### src/rtl/gray_tracker.sv
// Gray-code position tracker: two-stage pipeline that decodes Gray samples, classifies the
// step against the previous sample and accumulates a signed position.
// Optional skip-error counter: define GRAY_TRACKER_ERRCNT_EN to add the err_cnt output.
module gray_tracker #(
  parameter int WIDTH = 3,
  parameter int POS_W = 16
) (
  input  logic                    clk,
  input  logic                    rst,
  input  logic                    in_valid,
  input  logic [WIDTH-1:0]        gray,
  input  logic                    pos_clr,
  output logic                    out_valid,
  output logic [WIDTH-1:0]        bin,
  output logic                    step_up,
  output logic                    step_dn,
  output logic                    skip_err,
  output logic signed [POS_W-1:0] position
`ifdef GRAY_TRACKER_ERRCNT_EN
  ,
  output logic [7:0]              err_cnt
`endif
);

  typedef enum logic {INIT, TRACK} state_t;

  localparam logic [WIDTH-1:0]        D_ONE   = WIDTH'(1);
  localparam logic signed [POS_W-1:0] POS_ONE = POS_W'(1);

  function automatic logic [WIDTH-1:0] gray2bin(input logic [WIDTH-1:0] g);
    logic [WIDTH-1:0] b;
    b[WIDTH-1] = g[WIDTH-1];
    for (int i = WIDTH - 2; i >= 0; i--) begin
      b[i] = b[i+1] ^ g[i];
    end
    return b;
  endfunction

  logic [WIDTH-1:0]        gray_p0_q;
  logic                    vld_p0_q;
  state_t                  state_q, state_d;
  logic [WIDTH-1:0]        prev_q, prev_d;
  logic [WIDTH-1:0]        bin_q, bin_d;
  logic                    vld_p1_q;
  logic                    up_q, up_d;
  logic                    dn_q, dn_d;
  logic                    skip_q, skip_d;
  logic signed [POS_W-1:0] pos_q, pos_d;
  logic [WIDTH-1:0]        dec;
  logic [WIDTH-1:0]        delta;

  // Stage 1: capture the raw Gray sample
  always_ff @(posedge clk or posedge rst) begin
    if (rst) begin
      gray_p0_q <= '0;
      vld_p0_q  <= 1'b0;
    end else begin
      vld_p0_q <= in_valid;
      if (in_valid) gray_p0_q <= gray;
    end
  end

  // Stage 2: decode, classify against prev, accumulate position
  always_comb begin
    state_d = state_q;
    prev_d  = prev_q;
    bin_d   = bin_q;
    up_d    = 1'b0;
    dn_d    = 1'b0;
    skip_d  = 1'b0;
    pos_d   = pos_q;
    dec     = gray2bin(gray_p0_q);
    delta   = dec - prev_q;
    if (vld_p0_q) begin
      bin_d  = dec;
      prev_d = dec;
      case (state_q)
        INIT: state_d = TRACK;
        TRACK: begin
          if (delta == D_ONE) begin
            up_d  = 1'b1;
            pos_d = pos_q + POS_ONE;
          end else if (delta == '1) begin
            dn_d  = 1'b1;
            pos_d = pos_q - POS_ONE;
          end else if (delta != '0) begin
            skip_d = 1'b1;
          end
        end
        default: state_d = INIT;
      endcase
    end
    // Clearing wins over any step landing on the same edge
    if (pos_clr) pos_d = '0;
  end

  always_ff @(posedge clk or posedge rst) begin
    if (rst) begin
      state_q  <= INIT;
      prev_q   <= '0;
      bin_q    <= '0;
      vld_p1_q <= 1'b0;
      up_q     <= 1'b0;
      dn_q     <= 1'b0;
      skip_q   <= 1'b0;
      pos_q    <= '0;
    end else begin
      state_q  <= state_d;
      prev_q   <= prev_d;
      bin_q    <= bin_d;
      vld_p1_q <= vld_p0_q;
      up_q     <= up_d;
      dn_q     <= dn_d;
      skip_q   <= skip_d;
      pos_q    <= pos_d;
    end
  end

  assign out_valid = vld_p1_q;
  assign bin       = bin_q;
  assign step_up   = up_q;
  assign step_dn   = dn_q;
  assign skip_err  = skip_q;
  assign position  = pos_q;

`ifdef GRAY_TRACKER_ERRCNT_EN
  logic [7:0] err_q, err_d;

  always_comb begin
    err_d = err_q;
    if (pos_clr)                      err_d = '0;
    else if (skip_d && err_q != 8'hFF) err_d = err_q + 8'd1;
  end

  always_ff @(posedge clk or posedge rst) begin
    if (rst) err_q <= '0;
    else     err_q <= err_d;
  end

  assign err_cnt = err_q;
`endif

endmodule

### config.mk
export PLATFORM = sky130hd
export DESIGN_NAME = gray_tracker
export DESIGN_NICKNAME = d
export VERILOG_FILES = /design/src/rtl/gray_tracker.sv
export SDC_FILE = /design/constraint.sdc
export NUM_CORES = 1
export LEC_CHECK = 0
export BUFFER_PORTS_ARGS = -buffer_cell sky130_fd_sc_hd__buf_4
export CORE_ASPECT_RATIO = 0.6
export CORE_MARGIN = 4
export CORE_UTILIZATION = 34
export CTS_CLUSTER_SIZE = 20
export DETAILED_ROUTE_END_ITERATION = 7
export PLACE_DENSITY = 0.54
export SKIP_LAST_GASP = 1
export SLEW_MARGIN = 25
export SYNTH_ARGS = -nofsm -noshare
export SYNTH_HDL_FRONTEND = slang
export SYNTH_SLANG_ARGS = --single-unit
### constraint.sdc
create_clock -name clk -period 4.9 [get_ports clk]
set_input_delay 0.245 -clock clk [delete_from_list [all_inputs] [get_ports clk]]
set_output_delay 0.245 -clock clk [all_outputs]
set_load 0.1 [all_outputs]
# After elaboration in Yosys (flattened, before gate mapping)
# Cells that the tools add are included.
totals:
  ff_bits: 28
  in_bits: 7
classes:
  add_sub_neg: 3
  eq_ne: 2
  muxes: 17
  n_bitwise: 2
  reduce_logical: 5
ops:
  columns: ["op", "count"]
  rows:
  - ["$mux 16", 5]
  - ["$add 16x2->16 const B", 1]
  - ["$sub 16x2->16 const B", 1]
  - ["$mux 1", 12]
  - ["$reduce_bool 3->1", 2]
  - ["$reduce_bool 2->1", 2]
  - ["$eq 3x1->1 const B", 1]
  - ["$eq 3x3->1 const B", 1]
  - ["$reduce_and 3->1", 1]
  - ["$sub 3x3->3", 1]
  - ["$xor 1x1->1", 2]

# Logic depth before layout (Yosys ltp)
depth:
  ltp_word: 9
  depth_mapped: 16
  ltp_nobuf: 15

# Worst setup path after synthesis
# OpenSTA, ideal clock, no wires.
synth_timing:
  path_kind: "reg-to-reg"
  start: "register, netlist name bin[0]"
  end: "register pos_q[15], in the netlist position[15]"
  setup_ns: 0.125
  arrival_ns: 4.339
  setup_slack_ns: 0.437
  path_stages_with_launch: 14
  path_buffers: 0
  synth_period_minus_slack_ns: 4.463
  path_cell_list: "dfrtp_1 -> ha_1 -> inv_1 -> fa_1 -> xor2_1 -> xnor2_1 -> or3_1 -> ha_1 -> a211oi_1 -> o21bai_1 -> o311a_1 -> o31a_1 -> mux2i_1 -> mux2_2"
synth_lines:
  columns: ["item", "line", "text"]
  rows:
  - ["to (signal assigned)", "115", "pos_q <= pos_d;"]
  - ["to (decl)", "48", "logic signed [POS_W-1:0] pos_q, pos_d;"]

# Worst setup path in the final report
layout_timing:
  start: "register gray_p0_q[2]"
  end: "register pos_q[15], in the netlist position[15]"
layout_between:
  elab_chain_len: 8
layout_lines:
  columns: ["item", "line", "text"]
  rows:
  - ["from (decl)", "39", "logic [WIDTH-1:0] gray_p0_q;"]
  - ["from (signal assigned)", "59", "if (in_valid) gray_p0_q <= gray;"]
  - ["$xor 1x1->1 (*)", "34", "b[i] = b[i+1] ^ g[i];"]
  - ["via dec[1]", "49", "logic [WIDTH-1:0] dec;"]
  - ["$xor 1x1->1", "34", null]
  - ["$sub 3x3->3 (*)", "73", "delta = dec - prev_q;"]
  - ["$eq 3x1->1", "80", "if (delta == D_ONE) begin"]
  - ["$mux 16", "80", null]
  - ["$mux 16", "77", "case (state_q)"]
  - ["$mux 16", "74", "if (vld_p0_q) begin"]
  - ["$mux 16", "94", "if (pos_clr) pos_d = '0;"]
# The timed path passes the listed nets; every way through them passes the cells marked *. The select of a mux whose other input is x is not followed.
# A chain may end at the register's enable or synchronous reset.

==> results_dict.tcl <==
set metrics [dict create \
    r2r-start "gray_p0_q[2]" \
    yosysTopAreaCell "dfrtp_1" \
    synth_edf_count 0 \
    holdBufCountCts 0 \
    layout.nets 262 \
    worst_path_max_delay_cell "or3_1" \
    crit_required_ns 5.08 \
    critPathBufInv 2 \
    core_um2 5260 \
    drive_above_1_share 0.191 \
    layout_commonest_cell "buf_4" \
    setup_violations 0 \
    arrival_ns 4.68 \
    finalCritPeriodShare 0.919 \
    syn_nets 233 \
    synth_top_family_by_area "simple AND/OR/NAND/NOR gates" \
    htree_levels 1 \
    clock_skew_ns 0.00363 \
    avgRoutedWirePerCell_um 15.1 \
    synthMuxAreaShare 0.0397 \
    antenna_found_initial 0 \
    reg2regPathDepth 16 \
    max-cap-violations 0 \
    finalHoldViolCount 0 \
    grt_start_max_net_pins 29 \
    die_x_um 105 \
    nFillCells 539 \
    die_h_um 66.2 \
    slowest_delay_ns 0.51 \
    first_iter_violations 47 \
    drc 0 \
    yosys_most_used_dff "dfrtp_1" \
    firstDrtPassIters 4 \
    antenna_left 0 \
    crit_chain "xor2_1 > xnor2_1 > ha_1 > inv_1 > fa_1 > xor2_1 > xnor2_1 > or3_1 > buf_4 > ha_1 > and3_1 > and2_1 > o311a_1 > o31a_1 > mux2i_1 > mux2_2" \
    grt_usage 0.138 \
    yosys_register_bits 28 \
    start_util 0.365 \
    syn_avg_cell_area_um2 9.28 \
    dieArea_um2 6950 \
    rows 20 \
    hp-class "primary input to asynchronous set/reset pin" \
    max_slew_margin 0.493 \
    crit_end "position[15]" \
    synthesis.area_um2 1920 \
    wl_met1_um 2560 \
    timing.fmax_mhz 222 \
    crit_type "register to register" \
    start_kind "register" \
    cts_setup_buffers 0 \
    grt_pass1_wl_um 7670 \
    clk_pin_slew_ns 0.10 \
    final_cell_mix "31 x buf_4, 28 x dfrtp_1, 24 x nand2_1, 20 x a21oi_1, 17 x ha_1" \
    synthCells 207 \
    cp.depth 16 \
    synthTopCellsByArea "dfrtp_1 36%, ha_1 11%, a21oi_1 5.2%" \
    ys_seq_area_frac 0.365 \
    cts_sinks 28 \
    tns_ns 0 \
    period_needed_ns 4.50 \
    routabilityCongestion 0.815 \
    cts_tree "yes" \
    grt_pass1_vias 1505 \
    wl_met2_um 1640 \
    pin_count 30 \
    rsz0062_at_grt "no" \
    vias 1588 \
    critical_path.endpoint_type "register" \
    hpwl_um 3400 \
    yosys.area_share.simple 0.192 \
    cts_buffers 3 \
    synth_adder_area_share 0.132 \
    numPortBuffers 29 \
    area_delta_synth_final_pct 17.9 \
    r2r_slack_ns 0.40 \
    yosys.area.top_type_share 0.365 \
    async_reset_ff_frac 1.00 \
    wl_met3_um 316 \
    n_antenna_cell 0 \
    avgViaCountPerCell 5.28 \
    cp_max_fo 10 \
    highest_layer "met4" \
    r2r-end "position[15]" \
    ys_warn_count 0 \
    cp_top_family "adder cells" \
    startpoint "gray_p0_q[2]" \
    clkLatencyLatePin_ns 0.28 \
    cts-root-buf "clkbuf_8" \
    finalMaxSlewViolations 0 \
    synth.distinct_cells 46 \
    wirelength_um 4540 \
    synth-compound-area-share 0.184 \
    synth-xor-area-share 0.0547 \
    grt_overflow 0 \
    status "finished clean" \
    cts_buffer_depth 2 \
    cts.repair.resized 0 \
    worst_pin_slew_ns 0.759 \
]
==> Yosys cell counts (2+ instances only) <==
cell,instances
dfrtp_1,28
nand2_1,24
a21oi_1,20
ha_1,17
o21ai_0,10
nor2_1,9
inv_1,8
xnor2_1,7
clkbuf_1,6
nand3_1,6
nand3b_1,6
mux2_2,5
xor2_1,5
a211oi_1,4
a21o_1,4
nor3_1,4
nand4b_1,3
o211ai_1,3
o31ai_1,3
or4_1,3
and3_1,2
fa_1,2
mux2i_1,2
nor2b_1,2
o21bai_1,2
o31a_1,2
==> cell families after synthesis <==
logic type | count (synthesis)
compound gates | 56
xor+xnor | 12
fa+ha+maj | 19
buf+inv | 16
flops | 28
mux | 7
simple gates | 69
==> worst reg2reg max path, stage by stage, from the launching register on <==
cell     delay (ns)
dfrtp_1        0.42
xor2_1         0.32
xnor2_1        0.20
ha_1           0.18
inv_1          0.04
fa_1           0.37
xor2_1         0.16
xnor2_1        0.18
or3_1          0.51
buf_4          0.26
ha_1           0.38
and3_1         0.25
and2_1         0.16
o311a_1        0.13
o31a_1         0.31
mux2i_1        0.17
mux2_2         0.34
==> state kept, by name (all words and copies together), names as in the netlist <==
name,flops
position,16
bin,3
gray_p0_q,3
out_valid,1
skip_err,1
state_q,1
step_dn,1
step_up,1
vld_p0_q,1
==> cell type report <==
type | instances | area [µm²] | share of cell area
Multi-Input combinational cell | 163 | 1160 | 0.511
Timing Repair Buffer | 31 | 233 | 0.103
Inverter | 9 | 35.0 | 0.0155
Sequential cell | 28 | 701 | 0.310
Clock buffer | 4 | 55.1 | 0.0243
Tap cell | 66 | 82.6 | 0.0365
==> layer usage <==
| metal | global-route usage | vias to the layer above |
|---|---|---|
| li1 | - | 810 |
| met1 | 0.217 | 738 |
| met2 | 0.179 | 38 |
| met3 | 0.0429 | 2 |
| met4 | 0.0245 | 0 |
| met5 | 0 | - |
==> worst min path at each step <==
stage	from	endpoint	slack, ns
after floorplan	in_valid	vld_p0_q	0.28
after global placement	rst	position[3]	0.35
after detailed placement	rst	position[3]	0.36
after CTS	rst	position[3]	0.04
after global routing	rst	position[3]	0.09
final	rst	position[5]	0.03
==> per-stage QoR <==
step,hold slack (ns),setup WS (ns),cells,utilization,cell area [µm²]
after floorplan,0.276,0.437,207,-,1920
after global placement,0.354,0.524,297,0.420,2210
after detailed placement,0.356,0.396,297,0.420,2210
after CTS,0.0410,0.370,301,0.431,2260
after global routing,0.0857,0.0968,301,0.431,2260
final,0.0283,0.396,301,0.431,2260
Power is not shown: default switching activity piles up to over one toggle a cycle in this logic, so the estimate is an artifact.
